**src/rtl/aria_pkg.sv**
```systemverilog
`default_nettype none
// +----------------------------------------------------------------------+
// | aria_pkg                                                             |
// | Shared widths and read-buffer state encodings for the ARIA core.     |
// | Rev 1.0                                                              |
// +----------------------------------------------------------------------+
package aria_pkg;

  localparam int ARIA_BLK_W  = 128;
  localparam int ARIA_WORD_W = 32;
  localparam int ARIA_SIZE_W = 16;

  typedef enum logic [3:0] {
    ARIA_RB_IDLE     = 4'b0001,
    ARIA_RB_WAIT_BLK = 4'b0010,
    ARIA_RB_SEND     = 4'b0100,
    ARIA_RB_FLUSH    = 4'b1000
  } aria_rb_state_e;

  // The current word is the last one the byte count allows.
  function automatic logic aria_cntr_lst(input logic [ARIA_SIZE_W-1:0] cntr);
    return (cntr < ARIA_SIZE_W'(5));
  endfunction

endpackage
`default_nettype wire

```
**src/rtl/aria_rd_buf_if.sv**
```systemverilog
`default_nettype none
// +----------------------------------------------------------------------+
// | aria_rd_buf_if                                                       |
// | Command, result-block and L3 read-data signals of the read buffer.   |
// | Rev 1.0                                                              |
// +----------------------------------------------------------------------+
interface aria_rd_buf_if;
  import aria_pkg::*;

  logic                   cmd_en;
  logic [ARIA_SIZE_W-1:0] rd_size;
  logic [ARIA_BLK_W-1:0]  rb_d;
  logic                   rb_d_vld;
  logic                   rb_d_lst;
  logic                   rb_d_rdy;
  logic [ARIA_WORD_W-1:0] l3_rd;
  logic                   l3_rd_vld;
  logic                   l3_rd_lst;
  logic                   l3_rd_rdy;
  logic                   rd_busy;
  logic                   rd_under;

  modport master (
    output cmd_en, rd_size, rb_d, rb_d_vld, rb_d_lst, l3_rd_rdy,
    input  rb_d_rdy, l3_rd, l3_rd_vld, l3_rd_lst, rd_busy, rd_under
  );

  modport slave (
    input  cmd_en, rd_size, rb_d, rb_d_vld, rb_d_lst, l3_rd_rdy,
    output rb_d_rdy, l3_rd, l3_rd_vld, l3_rd_lst, rd_busy, rd_under
  );

endinterface
`default_nettype wire

```
**src/rtl/aria_byte_mask.sv**
```systemverilog
`default_nettype none
// +----------------------------------------------------------------------+
// | aria_byte_mask                                                       |
// | Keeps the top cnt_lo bytes of a word when is_partial is set.         |
// | Rev 1.0                                                              |
// +----------------------------------------------------------------------+
module aria_byte_mask
  import aria_pkg::*;
(
  input  logic [1:0]             cnt_lo,
  input  logic                   is_partial,
  output logic [ARIA_WORD_W-1:0] mask
);

  always_comb begin
    mask = {ARIA_WORD_W{1'b1}};
    if (is_partial) begin
      mask = ~({ARIA_WORD_W{1'b1}} >> {cnt_lo, 3'd0});
    end
  end

endmodule
`default_nettype wire

```
**src/rtl/aria_rd_buf.sv**
```systemverilog
`default_nettype none
// +----------------------------------------------------------------------+
// | aria_rd_buf                                                          |
// | Unpacks 128-bit result blocks MSB-first into 32-bit L3 read words,   |
// | bounded by rd_size. Trailing-byte zeroing: ARIA_RD_BYTE_MASK_EN.     |
// | Rev 1.0                                                              |
// +----------------------------------------------------------------------+
module aria_rd_buf
  import aria_pkg::*;
(
  input  logic          clk,
  input  logic          rst_n,
  input  logic          clr_core,
  aria_rd_buf_if.slave  bus
);

  aria_rb_state_e                     r_state, w_state_nxt;
  logic [ARIA_SIZE_W-1:0]             r_cntr, w_cntr_nxt;
  logic [1:0]                         r_ptr, w_ptr_nxt;
  logic [3:0][ARIA_WORD_W-1:0]        r_buf, w_buf_nxt;
  logic                               r_blk_lst, w_blk_lst_nxt;
  logic                               r_under, w_under_nxt;

  logic                               w_cntr_lst;
  logic                               w_ptr_end;
  logic                               w_is_partial;
  logic [ARIA_WORD_W-1:0]             w_mask;
  logic [ARIA_WORD_W-1:0]             w_word;

  assign w_cntr_lst = aria_cntr_lst(r_cntr);
  assign w_ptr_end  = (r_ptr == 2'd3);
  // Word0 sits in the top lane of the packed buffer, so lane = 3 - ptr.
  assign w_word     = r_buf[~r_ptr];

`ifdef ARIA_RD_BYTE_MASK_EN
  assign w_is_partial = (r_cntr < ARIA_SIZE_W'(4));
`else
  assign w_is_partial = 1'b0;
`endif

  aria_byte_mask u_byte_mask (
    .cnt_lo     (r_cntr[1:0]),
    .is_partial (w_is_partial),
    .mask       (w_mask)
  );

  always_ff @(posedge clk or negedge rst_n) begin
    if (!rst_n) begin
      r_state   <= ARIA_RB_IDLE;
      r_cntr    <= '0;
      r_ptr     <= '0;
      r_buf     <= '0;
      r_blk_lst <= 1'b0;
      r_under   <= 1'b0;
    end else begin
      r_state   <= w_state_nxt;
      r_cntr    <= w_cntr_nxt;
      r_ptr     <= w_ptr_nxt;
      r_buf     <= w_buf_nxt;
      r_blk_lst <= w_blk_lst_nxt;
      r_under   <= w_under_nxt;
    end
  end

  always_comb begin
    w_state_nxt   = r_state;
    w_cntr_nxt    = r_cntr;
    w_ptr_nxt     = r_ptr;
    w_buf_nxt     = r_buf;
    w_blk_lst_nxt = r_blk_lst;
    w_under_nxt   = r_under;

    if (clr_core) begin
      w_state_nxt   = ARIA_RB_IDLE;
      w_cntr_nxt    = '0;
      w_ptr_nxt     = '0;
      w_buf_nxt     = '0;
      w_blk_lst_nxt = 1'b0;
      w_under_nxt   = 1'b0;
    end else if (bus.cmd_en) begin
      // A new command restarts from any state; buffered words are dropped.
      w_cntr_nxt  = bus.rd_size;
      w_under_nxt = 1'b0;
      w_state_nxt = (bus.rd_size == '0) ? ARIA_RB_IDLE : ARIA_RB_WAIT_BLK;
    end else begin
      case (r_state)
        ARIA_RB_IDLE: begin
          w_state_nxt = ARIA_RB_IDLE;
        end
        ARIA_RB_WAIT_BLK: begin
          if (bus.rb_d_vld) begin
            w_buf_nxt     = bus.rb_d;
            w_blk_lst_nxt = bus.rb_d_lst;
            w_ptr_nxt     = 2'd0;
            w_state_nxt   = ARIA_RB_SEND;
          end
        end
        ARIA_RB_SEND: begin
          if (bus.l3_rd_rdy) begin
            w_cntr_nxt = w_cntr_lst ? '0 : (r_cntr - ARIA_SIZE_W'(4));
            w_ptr_nxt  = r_ptr + 2'd1;
            if (w_cntr_lst) begin
              w_state_nxt = r_blk_lst ? ARIA_RB_IDLE : ARIA_RB_FLUSH;
            end else if (w_ptr_end && r_blk_lst) begin
              w_under_nxt = 1'b1;
              w_state_nxt = ARIA_RB_IDLE;
            end else if (w_ptr_end) begin
              w_state_nxt = ARIA_RB_WAIT_BLK;
            end
          end
        end
        ARIA_RB_FLUSH: begin
          if (bus.rb_d_vld && bus.rb_d_lst) begin
            w_state_nxt = ARIA_RB_IDLE;
          end
        end
        default: begin
          w_state_nxt = ARIA_RB_IDLE;
        end
      endcase
    end
  end

  assign bus.rb_d_rdy  = (r_state == ARIA_RB_WAIT_BLK) || (r_state == ARIA_RB_FLUSH);
  assign bus.l3_rd_vld = (r_state == ARIA_RB_SEND);
  assign bus.l3_rd     = (r_state == ARIA_RB_SEND) ? (w_word & w_mask) : '0;
  assign bus.l3_rd_lst = (r_state == ARIA_RB_SEND) && (w_cntr_lst || (w_ptr_end && r_blk_lst));
  assign bus.rd_busy   = (r_state != ARIA_RB_IDLE);
  assign bus.rd_under  = r_under;

endmodule
`default_nettype wire

```
**src/flat_wrapper.sv**
```systemverilog
// flat-port wrapper written by rule: the top's interface ports become plain ports
module aria_rd_buf_flat import aria_pkg::*;
  (clk, rst_n, clr_core, bus_cmd_en, bus_rd_size, bus_rb_d, bus_rb_d_vld, bus_rb_d_lst, bus_l3_rd_rdy, bus_rb_d_rdy, bus_l3_rd, bus_l3_rd_vld, bus_l3_rd_lst, bus_rd_busy, bus_rd_under);
  aria_rd_buf_if bus_i ();
  input  logic clk;
  input  logic rst_n;
  input  logic clr_core;
  input wire logic [$bits(bus_i.cmd_en)-1:0] bus_cmd_en;
  input wire logic [$bits(bus_i.rd_size)-1:0] bus_rd_size;
  input wire logic [$bits(bus_i.rb_d)-1:0] bus_rb_d;
  input wire logic [$bits(bus_i.rb_d_vld)-1:0] bus_rb_d_vld;
  input wire logic [$bits(bus_i.rb_d_lst)-1:0] bus_rb_d_lst;
  input wire logic [$bits(bus_i.l3_rd_rdy)-1:0] bus_l3_rd_rdy;
  output wire logic [$bits(bus_i.rb_d_rdy)-1:0] bus_rb_d_rdy;
  output wire logic [$bits(bus_i.l3_rd)-1:0] bus_l3_rd;
  output wire logic [$bits(bus_i.l3_rd_vld)-1:0] bus_l3_rd_vld;
  output wire logic [$bits(bus_i.l3_rd_lst)-1:0] bus_l3_rd_lst;
  output wire logic [$bits(bus_i.rd_busy)-1:0] bus_rd_busy;
  output wire logic [$bits(bus_i.rd_under)-1:0] bus_rd_under;
  assign bus_i.cmd_en = bus_cmd_en;
  assign bus_i.rd_size = bus_rd_size;
  assign bus_i.rb_d = bus_rb_d;
  assign bus_i.rb_d_vld = bus_rb_d_vld;
  assign bus_i.rb_d_lst = bus_rb_d_lst;
  assign bus_i.l3_rd_rdy = bus_l3_rd_rdy;
  assign bus_rb_d_rdy = bus_i.rb_d_rdy;
  assign bus_l3_rd = bus_i.l3_rd;
  assign bus_l3_rd_vld = bus_i.l3_rd_vld;
  assign bus_l3_rd_lst = bus_i.l3_rd_lst;
  assign bus_rd_busy = bus_i.rd_busy;
  assign bus_rd_under = bus_i.rd_under;
  aria_rd_buf u_core (.clk(clk), .rst_n(rst_n), .clr_core(clr_core), .bus(bus_i));
endmodule
```
**config.mk**
```make
export PLATFORM = sky130hd
export DESIGN_NAME = aria_rd_buf_flat
export DESIGN_NICKNAME = d
export VERILOG_FILES = /design/src/rtl/aria_pkg.sv /design/src/rtl/aria_rd_buf_if.sv /design/src/rtl/aria_byte_mask.sv /design/src/rtl/aria_rd_buf.sv /design/src/flat_wrapper.sv
export SDC_FILE = /design/constraint.sdc
export NUM_CORES = 1
export LEC_CHECK = 0
export CELL_PAD_IN_SITES_DETAIL_PLACEMENT = 0
export CELL_PAD_IN_SITES_GLOBAL_PLACEMENT = 1
export CORE_MARGIN = 2
export CORE_UTILIZATION = 45
export CTS_CLUSTER_SIZE = 16
export DETAILED_ROUTE_END_ITERATION = 16
export DONT_BUFFER_PORTS = 1
export GPL_ROUTABILITY_DRIVEN = 0
export PLACE_DENSITY = 0.82
export SYNTH_ARGS = -nofsm -noshare
export SYNTH_HDL_FRONTEND = slang
export SYNTH_SLANG_ARGS = --single-unit
```
**constraint.sdc**
```tcl
create_clock -name clk -period 2.3 [get_ports clk]
set_input_delay 0.23 -clock clk [delete_from_list [all_inputs] [get_ports clk]]
set_output_delay 0.23 -clock clk [all_outputs]
set_load 0.005 [all_outputs]
```
==> metrics.log, run 1 <==
[metrics] kind of launch point of the worst setup path: flip-flop
[metrics] f_max: 449 MHz
[metrics] Rel. slew slack: 55.5%
[metrics] top-level port count: 188
[metrics] number of diodes: 0
[metrics] DRC viols: 0
[metrics] final instance area: 0.00987 mm²
[metrics] register area share after synthesis: 50.5%
[metrics] most frequent standard cell in the layout excluding fill and tap cells: nand2_1
[metrics] Core ar.: 0.0165 mm²
[metrics] cell type of the slowest stage on the worst timing path: or4_1
[metrics] post-synth net total: 957
[metrics] global-route wire length before repair: 31.9 mm
[metrics] max capacitance violation total: 0
[metrics] top cells by area in the synthesized netlist: dfrtp_1, nand2_1, mux4_2
[metrics] cell accounting for the most synthesized area: dfrtp_1
[metrics] DR vias: 6,329
[metrics] arrival time reported for the critical path endpoint: 2.51 ns
[metrics] proportion of layout cells with a drive suffix above 1: 12.3%
[metrics] first-iteration detailed-routing DRC count: 376
[metrics] pin count of the biggest net entering global routing: 153
[metrics] Routed Wire Length: 19.8 mm
[metrics] number of hold-repair buffers added at the cts stage: 138
[metrics] worst hold path class: input pin to asynchronous set/reset pin
[metrics] number of filler cells placed in the layout: 1,345
[metrics] Worst Tran Pin Value: 0.660 ns
[metrics] post-synthesis async set-or-reset flop share: 100%
[metrics] area growth from synthesis to layout: 31.1%
[metrics] share of the clock period used by the worst path after layout: 96.7%
[metrics] TritonCTS clock tree: done
[metrics] Synth top area share: 50.2%
[metrics] number of H-tree levels: 4
[metrics] power per cell area: 675 mW/mm²
[metrics] Critical path origin: u_core.r_cntr[4]
[metrics] overall track demand over capacity in global routing: 22.6%
[metrics] class of the most critical setup path: flip-flop to flip-flop
[metrics] clock-pin slew on the worst setup and hold paths: 0.07 ns
[metrics] worst clock skew: 0.0123 ns
[metrics] commonest non-fill, non-tap cells in the layout: nand2_1, dfrtp_1, dlygate4sd3_1
[metrics] post-detailed-route count of antenna-violating nets: 0
[metrics] average detailed-routed wire length per instance: 17.1 µm
[metrics] layout net count: 1,079
[metrics] violated checks: negative hold slack
[metrics] Die ar.: 0.0178 mm²
[metrics] clock latency of the later-clocked register in the worst-skew pair: 0.42 ns
[metrics] largest fanout on the critical path: 6
[metrics] TritonCTS Buffers: 17
[metrics] Slowest Stage Delay on Critical Path: 0.60 ns
[metrics] clock tree buffer depth: 2
[metrics] crit path cell chain: or4_1, nor4_4, buf_4, buf_4, a21boi_2, a21o_1, a221o_1
[metrics] unrepaired setup endpoints after global routing: no
[metrics] Total Negative Setup Slacks: 0 ns
[metrics] number of sinks driven by the clock tree: 152
[metrics] number of synthesized register bits: 152
[metrics] number of instances in the synthesized netlist: 803
[metrics] run status: finished, violations left
[metrics] Worst Hold Margin: -0.499 ns
[metrics] total of buffers placed on input and output ports: 0
[metrics] number of global-route vias before repair: 6,337
[metrics] Post-Syn Area: 0.00753 mm²
[metrics] main flop type after synthesis: dfrtp_1
[metrics] number of rows created at floorplan: 47
[metrics] cell occurring most often along the worst timing path: buf_4
[metrics] count of final setup violators: 0
[metrics] final global-route overflow total: 0
[metrics] area of placed instances: 0.00782 mm²
[metrics] critical register-to-register path startpoint: u_core.r_cntr[4]
[metrics] per-cell via count in the routed design: 5.47
[metrics] initial antenna violation count: 0
[metrics] critical path required time: 2.59 ns
[metrics] count of TritonRoute iterations in the first routing pass: 5
[metrics] leakage dissipation: 4.23 nW
[metrics] number of unique standard cell types used by synthesis: 61
[metrics] peak supply drop: 479 µV
[metrics] CTS Root Buffer Type: clkbuf_16
[metrics] warnings from Yosys: 0
[metrics] average instance area after synthesis: 9.38 µm²
[metrics] number of failing hold endpoints at the final stage: 152
[metrics] Horiz. Die Dim: 133 µm
[metrics] die span in y: 133 µm
[metrics] half-perimeter wire length after placement: 12.3 mm
[metrics] count of flip-flops with a built-in enable after synthesis: 0
[metrics] max-slew violation count: 0
[metrics] Min Clock Period, post-route: 2.22 ns
[metrics] starting utilization of the core area: 45.7%
[metrics] CP Capture Type: flip-flop
per-stage QoR:
step / instances / total power, W / hold WS, ns / worst slack (ns) / util [%]
2_1_floorplan: 803 / 0.00349 / -0.0656 / 0.201 / -
3_3_place_gp: 983 / 0.00363 / -0.0614 / 0.122 / 47.5
3_5_place_dp: 983 / 0.00367 / -0.0608 / 0.0795 / 47.5
4_1_cts: 1156 / 0.00671 / -0.511 / -0.0346 / 59.7
5_1_grt: 1158 / 0.00696 / -0.515 / 0.0124 / 59.9
6_report: 1158 / 0.00666 / -0.499 / 0.0753 / 59.9
cell families (layout without fill, tap and decap cells):
group / after synthesis / after routing / share of synthesized area [%]
muxes: 35 / 35 / 9.97
DFF: 152 / 152 / 50.5
buffers and inverters: 68 / 203 / 3.62
adders and majority gates: 3 / 3 / 0.499
AOI/OAI and AO/OA: 189 / 189 / 14.4
and+or+nand+nor: 355 / 355 / 20.8
xor gates and xnor gates: 1 / 1 / 0.116
cells in the mapped netlist (all sizes together), types with 4 or more instances:
cell type	count
a21o	6
a21oi	12
a221o	4
a31oi	4
and2	35
buf	13
clkbuf	47
dfrtp	151
inv	7
mux4	32
nand2	273
nand3	5
nor2	9
nor2b	4
nor3	5
nor4	7
o21ai	136
or4	5
what timing repair did:
action / CTS / global route
gates resized for setup: 6 / 5
setup endpoints to repair: 33 / 40
buffers inserted: 3 / 2
hold endpoints to repair: 295 / 152
pin swaps: 2 / 4
final cells by class:
class / count / area [µm²] / area share, %
Clock inverter: 15 / 166 / 1.69
Clock buffer: 17 / 425 / 4.31
Multi-Input combinational cell: 583 / 3490 / 35.4
Sequential cell: 152 / 3810 / 38.6
Inverter: 8 / 35.0 / 0.355
Timing Repair Buffer: 163 / 1660 / 16.9
Tap cell: 220 / 275 / 2.79
path summary, 6_finish.rpt:
path	to	slack (ns)	cells after the start
min	u_core.r_cntr[7]	-0.50	0
min in group clk	u_core.r_buf[28]	0	2
max reg2reg	u_core.r_cntr[15]	0.08	7
max in group asynchronous	u_core.r_buf[28]	2.55	0
min reg2reg	u_core.r_buf[29]	0.48	2
max	u_core.r_cntr[15]	0.08	7
registers in the layout, summed over array words and instances (netlist names):
| register | cells |
|---|---|
| u_core.r_buf | 128 |
| u_core.r_state | 4 |
| u_core.r_cntr | 16 |
| u_core.r_ptr | 2 |
| u_core.bus.rd_under | 1 |
| u_core.r_blk_lst | 1 |
critical path, delay by kind of cell, from the launching register on:
family | cells | cell delay (ns)
and+or+nand+nor | 2 | 0.79
AOI/OAI and AO/OA | 3 | 0.57
DFF | 1 | 0.45
buffers and inverters | 2 | 0.27
routing by layer:
layer	global-route usage, %	part of all wire [%]	routed length, µm	up-vias
met4	6.97	1.7	336	0
met3	4.38	5.6	1110	25
li1	-	-	-	3008
met2	38.7	50	9990	234
met5	0	0	0	-
met1	29.0	42	8390	3062
power breakdown:
group	internal (W)	switching (W)	total, W	leakage, nW
sequential	0.00289	0.000138	0.00303	1.98
clock	0.00162	0.00119	0.00281	0.287
combinational	0.000437	0.000386	0.000823	1.97
total	0.00495	0.00171	0.00666	4.23
No activity file was read; power rests on OpenSTA's default activity.
==> run 2: changes to the inputs <==
--- a/config.mk
+++ b/config.mk
@@ -7,13 +7,13 @@
 export LEC_CHECK = 0
 export CELL_PAD_IN_SITES_DETAIL_PLACEMENT = 0
 export CELL_PAD_IN_SITES_GLOBAL_PLACEMENT = 1
-export CORE_MARGIN = 2
 export CORE_UTILIZATION = 45
 export CTS_CLUSTER_SIZE = 16
 export DETAILED_ROUTE_END_ITERATION = 16
 export DONT_BUFFER_PORTS = 1
 export GPL_ROUTABILITY_DRIVEN = 0
 export PLACE_DENSITY = 0.82
+export SKIP_CTS_REPAIR_TIMING = 1
 export SYNTH_ARGS = -nofsm -noshare
 export SYNTH_HDL_FRONTEND = slang
 export SYNTH_SLANG_ARGS = --single-unit
==> run 2 against run 1 <==
Compared with the run above:
- the flow still finishes with violations (negative hold slack)
- sequential cell count did not move
- critical path depth fell by 3
- clock skew fell by 0.0029 ns
- non-clock buffer count fell by 23
- maximum frequency fell by 1.1%
- die area fell by 3.0%
- count of clock-buffer cells in the layout rose by 7
- core utilization fell by 0.30 points
- clock power rose by 2%
- final cell count fell by 2.4%
- first-iteration DRC count rose by 7.4%
==> metrics.log, run 2 (synthesis results as in run 1) <==
[metrics] f_max: 445 MHz (-1.1%)
[metrics] DP Worst Slack: 0.155 ns (+0.0752 ns)
[metrics] Slowest Stage Delay on Critical Path: 0.56 ns (-0.04 ns)
[metrics] DR vias: 6,227 (-1.6%)
[metrics] die span in y: 131 µm (-1.5%)
[metrics] Routed Wire Length: 19.4 mm (-2.4%)
[metrics] number of rows created at floorplan: 46 (-2.1%)
[metrics] pin count of the biggest net entering global routing: 191 (+25%)
[metrics] proportion of layout cells with a drive suffix above 1: 11.7% (-0.55 points)
[metrics] kind of launch point of the worst setup path: flip-flop
[metrics] TritonCTS Buffers: 17 (unchanged)
[metrics] CTS Root Buffer Type: clkbuf_16
[metrics] biggest registers after layout: u_core.r_buf: 128 flops, u_core.r_cntr: 16 flops, u_core.r_state: 4 flops
[metrics] logic gate share of total power: 11.6% (-0.8 points)
[metrics] first-iteration detailed-routing DRC count: 404 (+7.4%)
[metrics] max capacitance violation total: 0 (unchanged)
[metrics] power per cell area: 694 mW/mm² (+2.7%)
[metrics] number of diodes: 0 (unchanged)
[metrics] critical path required time: 2.07 ns (-0.52 ns)
[metrics] area used by multi-input combinational logic: 0.00348 mm² (-0.36%)
[metrics] critical register-to-register path startpoint: u_core.r_cntr[2]
[metrics] layout net count: 1,056 (-2.1%)
[metrics] largest reg by FF count: u_core.r_buf
[metrics] clock tree buffer depth: 2 (unchanged)
[metrics] Die ar.: 0.0173 mm² (-3.0%)
[metrics] CP Capture Type: primary output
[metrics] worst hold path class: input pin to asynchronous set/reset pin
[metrics] sum of buffers and inverters on the critical path: 0 (-2)
[metrics] Min Clock Period, post-route: 2.25 ns (+0.0247 ns)
[metrics] worst reg-to-reg path cell count: 7 (unchanged)
[metrics] switching component of the power: 0.00155 W (-9.2%)
[metrics] clock-pin slew on the worst setup and hold paths: 0.06 ns (about the same)
[metrics] clock network fraction of design power: 42.9% (+0.7 points)
[metrics] switching fraction of total power: 23.3% (-2.4 points)
[metrics] most frequent standard cell in the layout excluding fill and tap cells: nand2_1
[metrics] DRC viols: 0 (unchanged)
[metrics] total of buffers placed on input and output ports: 0 (unchanged)
[metrics] proportion of power drawn by flip-flops and latches: 45.5% (about the same)
[metrics] crit path cell chain: or4_4, nor4_4, nand2_2, a21oi_2
[metrics] final design utilization: 59.6% (-0.30 points)
[metrics] run status: finished, violations left
[metrics] number of failing hold endpoints at the final stage: 165 (+8.6%)
[metrics] class of the most critical setup path: flip-flop to primary output
[metrics] global-route wire length before repair: 30.4 mm (-4.7%)
[metrics] Internal: 0.00511 W (+3.2%)
[metrics] number of sinks driven by the clock tree: 152 (unchanged)
[metrics] initial antenna violation count: 0 (unchanged)
[metrics] area of placed instances: 0.00776 mm² (-0.74%)
[metrics] commonest non-fill, non-tap cells in the layout: nand2_1, dfrtp_1, o21ai_0
[metrics] area growth from synthesis to layout: 27.6%
[metrics] per-cell via count in the routed design: 5.51 (+0.83%)
[metrics] Largest register FFs: 128 (unchanged)
[metrics] post-detailed-route count of antenna-violating nets: 0 (unchanged)
[metrics] share of the clock period used by the worst path after layout: 97.8% (+1.1 points)
[metrics] cell type of the slowest stage on the worst timing path: or4_4
[metrics] number of global-route vias before repair: 5,801 (-8.5%)
[metrics] top-level port count: 188 (unchanged)
[metrics] violated checks: negative hold slack
[metrics] dominant delay contributor by cell family on the critical path: simple AND/OR/NAND/NOR gates
[metrics] register cell area after layout: 0.00381 mm² (unchanged)
[metrics] count of TritonRoute iterations in the first routing pass: 5 (unchanged)
[metrics] Worst Hold Margin: -0.491 ns (+0.00735 ns)
[metrics] arrival time reported for the critical path endpoint: 2.02 ns (-0.49 ns)
[metrics] final instance area: 0.00961 mm² (-2.6%)
[metrics] TritonCTS clock tree: done
[metrics] Core ar.: 0.0161 mm² (-2.1%)
[metrics] peak supply drop: 528 µV (+10%)
[metrics] worst reg2reg setup slack: 0.09 ns (about the same)
[metrics] average detailed-routed wire length per instance: 17.1 µm (about the same)
[metrics] count of final setup violators: 0 (unchanged)
[metrics] leakage dissipation: 4.12 nW (-2.6%)
[metrics] overall track demand over capacity in global routing: 22.3% (-0.25 points)
[metrics] largest fanout on the critical path: 5 (-1)
[metrics] worst clock skew: 0.00937 ns (-0.00294 ns)
[metrics] capture instance of the worst register-to-register path: u_core.r_cntr[12]
[metrics] Worst Tran Pin Value: 0.706 ns (+0.0468 ns)
[metrics] half-perimeter wire length after placement: 12.3 mm (-0.31%)
[metrics] starting utilization of the core area: 46.7% (+0.99 points)
[metrics] Rel. slew slack: 52.7% (-2.7 points)
[metrics] final global-route overflow total: 0 (unchanged)
[metrics] worst-case setup margin in the final layout: 0.0505 ns (-0.0247 ns)
[metrics] number of filler cells placed in the layout: 1,381 (+2.7%)
[metrics] number of H-tree levels: 4 (unchanged)
[metrics] clock latency of the later-clocked register in the worst-skew pair: 0.41 ns (about the same)
[metrics] Horiz. Die Dim: 131 µm (-1.5%)
[metrics] max-slew violation count: 0 (unchanged)
-- run 2: cell count changes in the layout (fill, tap and decap cells not counted), moves of 2 or more --
cell / before / now
dlygate4sd3_1: 138 / 118
inv_6: 5 / 0
clkbuf_8: 0 / 4
buf_12: 7 / 4
clkbuf_1: 0 / 3
clkinv_4: 3 / 1
-- run 2: per-layer routing --
metal / up-vias / global-route usage (%) / wire length, µm
li1: 2949 / - / -
met1: 3040 / 30.1 / 8460
met2: 214 / 35.6 / 9520
met3: 24 / 5.59 / 1110
met4: 0 / 6.46 / 263
met5: - / 0 / 0
-- run 2: stage by stage --
stage,TNS (ns),cells,total power (W)
floorplan,0,803,0.00349
global placement,0,977,0.00362
detailed placement,0,977,0.00366
CTS,-3.93,1008,0.00654
global route,-0.0202,1130,0.00695
finish,0,1130,0.00666
-- run 2: worst max path at each step --
stage / startpoint / to / slack, ns / cells after the start
after detailed placement: u_core.r_cntr[3] / u_core.r_cntr[12] / 0.15 / 8
after floorplan: u_core.r_cntr[3] / u_core.r_cntr[12] / 0.20 / 7
after global placement: u_core.r_cntr[11] / u_core.r_cntr[6] / 0.22 / 5
final: u_core.r_cntr[4] / bus_l3_rd_lst / 0.05 / 4
after global routing: u_core.r_cntr[2] / u_core.r_cntr[12] / -0.01 / 7
after CTS: u_core.r_state[3] / bus_l3_rd[16] / -0.16 / 4
-- run 2: power by group through the flow --
stage / combinational, W / sequential, W / clock [W]
after CTS: 0.000585 / 0.00303 / 0.00292
after global routing: 0.000858 / 0.00306 / 0.00303
after floorplan: 0.000458 / 0.00303 / 0
after global placement: 0.000562 / 0.00306 / 0
after detailed placement: 0.000585 / 0.00307 / 0
final: 0.000772 / 0.00303 / 0.00286
-- run 2: final cells by class --
cell class                 count  area share, %
clock buffer                  24           5.12
clock inverter                 7           1.21
inverter                       8          0.365
multi-input combinational    583           36.2
sequential                   152           39.6
tap                          216           2.81
timing repair buffer         140           14.6
==> run 3: changes to the inputs <==
--- a/config.mk
+++ b/config.mk
@@ -8,12 +8,14 @@
 export CELL_PAD_IN_SITES_DETAIL_PLACEMENT = 0
 export CELL_PAD_IN_SITES_GLOBAL_PLACEMENT = 1
 export CORE_UTILIZATION = 45
+export CTS_BUF_LIST = sky130_fd_sc_hd__clkbuf_4 sky130_fd_sc_hd__clkbuf_8 sky130_fd_sc_hd__clkbuf_16
 export CTS_CLUSTER_SIZE = 16
 export DETAILED_ROUTE_END_ITERATION = 16
 export DONT_BUFFER_PORTS = 1
 export GPL_ROUTABILITY_DRIVEN = 0
 export PLACE_DENSITY = 0.82
 export SKIP_CTS_REPAIR_TIMING = 1
+export SKIP_LAST_GASP = 1
 export SYNTH_ARGS = -nofsm -noshare
 export SYNTH_HDL_FRONTEND = slang
 export SYNTH_SLANG_ARGS = --single-unit
==> run 3 against run 2 <==
Compared with the run above:
- the flow still finishes with violations (negative hold slack)
- critical path depth unchanged
- sequential cell count unchanged
- core utilization increased by 0.15 points
- wire length about the same
- largest cell class unchanged
- largest power group unchanged
==> metrics.log, run 3 (synthesis results as in run 1) <==
[metrics] top-level port count: 188 (unchanged)
[metrics] max capacitance violation total: 0 (unchanged)
[metrics] cell type of the slowest stage on the worst timing path: or4_4
[metrics] number of filler cells placed in the layout: 1,372 (-0.65%)
[metrics] layout net count: 1,057 (+0.095%)
[metrics] TritonCTS Buffers: 17 (unchanged)
[metrics] number of global-route vias before repair: 5,809 (+0.14%)
[metrics] Routed Wire Length: 19.4 mm (about the same)
[metrics] overall track demand over capacity in global routing: 22.3% (about the same)
[metrics] critical register-to-register path startpoint: u_core.r_cntr[2]
[metrics] final global-route overflow total: 0 (unchanged)
[metrics] TritonCTS clock tree: done
[metrics] count of TritonRoute iterations in the first routing pass: 5 (unchanged)
[metrics] area growth from synthesis to layout: 28.0%
[metrics] Largest register FFs: 128 (unchanged)
[metrics] CP Capture Type: primary output
[metrics] first-iteration detailed-routing DRC count: 396 (-2.0%)
[metrics] number of H-tree levels: 4 (unchanged)
[metrics] CTS Root Buffer Type: clkbuf_16
[metrics] dominant delay contributor by cell family on the critical path: simple AND/OR/NAND/NOR gates
[metrics] number of sinks driven by the clock tree: 152 (unchanged)
[metrics] post-detailed-route count of antenna-violating nets: 0 (unchanged)
[metrics] share of the clock period used by the worst path after layout: 98.1% (+0.34 points)
[metrics] commonest non-fill, non-tap cells in the layout: nand2_1, dfrtp_1, o21ai_0
[metrics] die span in y: 131 µm (unchanged)
[metrics] Placed Cells: 977 (unchanged)
[metrics] global-route wire length before repair: 30.4 mm (about the same)
[metrics] clock latency of the later-clocked register in the worst-skew pair: 0.41 ns (about the same)
[metrics] critical path required time: 2.07 ns (about the same)
[metrics] initial antenna violation count: 0 (unchanged)
[metrics] leakage dissipation: 4.14 nW (+0.35%)
[metrics] count of final setup violators: 0 (unchanged)
[metrics] clock tree buffer depth: 2 (unchanged)
[metrics] cell count along the critical path: 4 (unchanged)
[metrics] peak supply drop: 529 µV (about the same)
[metrics] Min Clock Period, post-route: 2.26 ns (+0.00780 ns)
[metrics] register cell area after layout: 0.00381 mm² (unchanged)
[metrics] half-perimeter wire length after placement: 12.3 mm (unchanged)
[metrics] DRC viols: 0 (unchanged)
[metrics] run status: finished, violations left
[metrics] Rel. slew slack: 52.4% (-0.37 points)
[metrics] worst hold path class: input pin to asynchronous set/reset pin
[metrics] max-slew violation count: 0 (unchanged)
[metrics] f_max: 443 MHz (-0.35%)
[metrics] largest reg by FF count: u_core.r_buf
[metrics] Die ar.: 0.0173 mm² (unchanged)
[metrics] final instance area: 0.00963 mm² (+0.25%)
[metrics] arrival time reported for the critical path endpoint: 2.03 ns (about the same)
[metrics] Slowest Stage Delay on Critical Path: 0.56 ns (about the same)
[metrics] worst reg2reg setup slack: 0.11 ns (+0.02 ns)
[metrics] Core ar.: 0.0161 mm² (unchanged)
[metrics] worst reg-to-reg path cell count: 7 (unchanged)
[metrics] kind of launch point of the worst setup path: flip-flop
[metrics] number of rows created at floorplan: 46 (unchanged)
[metrics] sum of buffers and inverters on the critical path: 0 (unchanged)
[metrics] biggest registers after layout: u_core.r_buf: 128 flops, u_core.r_cntr: 16 flops, u_core.r_state: 4 flops
[metrics] clock-pin slew on the worst setup and hold paths: 0.06 ns (about the same)
[metrics] worst clock skew: 0.00930 ns (-0.0000744 ns)
[metrics] crit path cell chain: or4_4, nor4_4, nand2_2, a21oi_2
[metrics] largest fanout on the critical path: 5 (unchanged)
[metrics] pin count of the biggest net entering global routing: 191 (unchanged)
[metrics] Horiz. Die Dim: 131 µm (unchanged)
[metrics] starting utilization of the core area: 46.7% (unchanged)
[metrics] violated checks: negative hold slack
[metrics] most frequent standard cell in the layout excluding fill and tap cells: nand2_1
[metrics] average detailed-routed wire length per instance: 17.1 µm (-0.11%)
[metrics] power per cell area: 696 mW/mm² (+0.32%)
[metrics] capture instance of the worst register-to-register path: u_core.r_cntr[12]
[metrics] per-cell via count in the routed design: 5.46 (-0.95%)
[metrics] class of the most critical setup path: flip-flop to primary output
[metrics] area used by multi-input combinational logic: 0.00348 mm² (unchanged)
[metrics] DR vias: 6,179 (-0.77%)
[metrics] proportion of layout cells with a drive suffix above 1: 12.0% (+0.32 points)
[metrics] final standard cell count with taps included and fillers excluded: 1,132 (+0.18%)
[metrics] Worst Tran Pin Value: 0.712 ns (+0.00559 ns)
[metrics] total of buffers placed on input and output ports: 0 (unchanged)
[metrics] number of failing hold endpoints at the final stage: 163 (-1.2%)
[metrics] area of placed instances: 0.00776 mm² (unchanged)
[metrics] Worst Hold Margin: -0.491 ns (-0.0000810 ns)
## run 3: cell types whose count changed in the layout (fill, tap and decap cells not counted), sizes merged
cell,change
diode,+1
dlygate4sd3,+1
## run 3: area by class of cell
class	count	share of cell area (%)
clock inverter	7	1.21
sequential	152	39.5
tap	216	2.81
multi-input combinational	583	36.1
timing repair buffer	141	14.7
clock buffer	24	5.22
antenna	1	0.0260
inverter	8	0.364
## run 3: worst max path at each step
stage | startpoint | endpoint | slack [ns]
finish | u_core.r_cntr[4] | bus_l3_rd_lst | 0.04
global route | u_core.r_cntr[2] | u_core.r_cntr[12] | -0.01
CTS | u_core.r_state[3] | bus_l3_rd[16] | -0.16
detailed placement | u_core.r_cntr[3] | u_core.r_cntr[12] | 0.15
global placement | u_core.r_cntr[11] | u_core.r_cntr[6] | 0.22
floorplan | u_core.r_cntr[3] | u_core.r_cntr[12] | 0.20
## run 3: routing by layer
layer	vias up	track usage (%)	share of wire, %	wire (µm)
met5	-	0	0	0
met4	0	6.46	1.4	268
met3	23	5.59	6.1	1190
met2	227	35.6	49	9420
met1	2976	30.1	44	8490
li1	2953	-	-	-
## run 3: per-stage QoR
stage | hold slack [ns] | worst slack, ns | power, W | TNS, ns | utilization [%]
after global routing | -0.516 | -0.0116 | 0.00698 | -0.0202 | 59.8
after CTS | -0.504 | -0.162 | 0.00657 | -3.93 | 52.0
after floorplan | -0.0656 | 0.201 | 0.00349 | 0 | -
after detailed placement | -0.0611 | 0.155 | 0.00366 | 0 | 48.2
final | -0.491 | 0.0427 | 0.00670 | 0 | 59.8
after global placement | -0.0616 | 0.218 | 0.00362 | 0 | 48.2
## run 3: power by group
group          total, W  leakage [nW]  switching, W  internal [W]
clock           0.00290         0.307       0.00104       0.00185
sequential      0.00303          1.98      0.000138       0.00289
combinational  0.000774          1.85      0.000372      0.000402
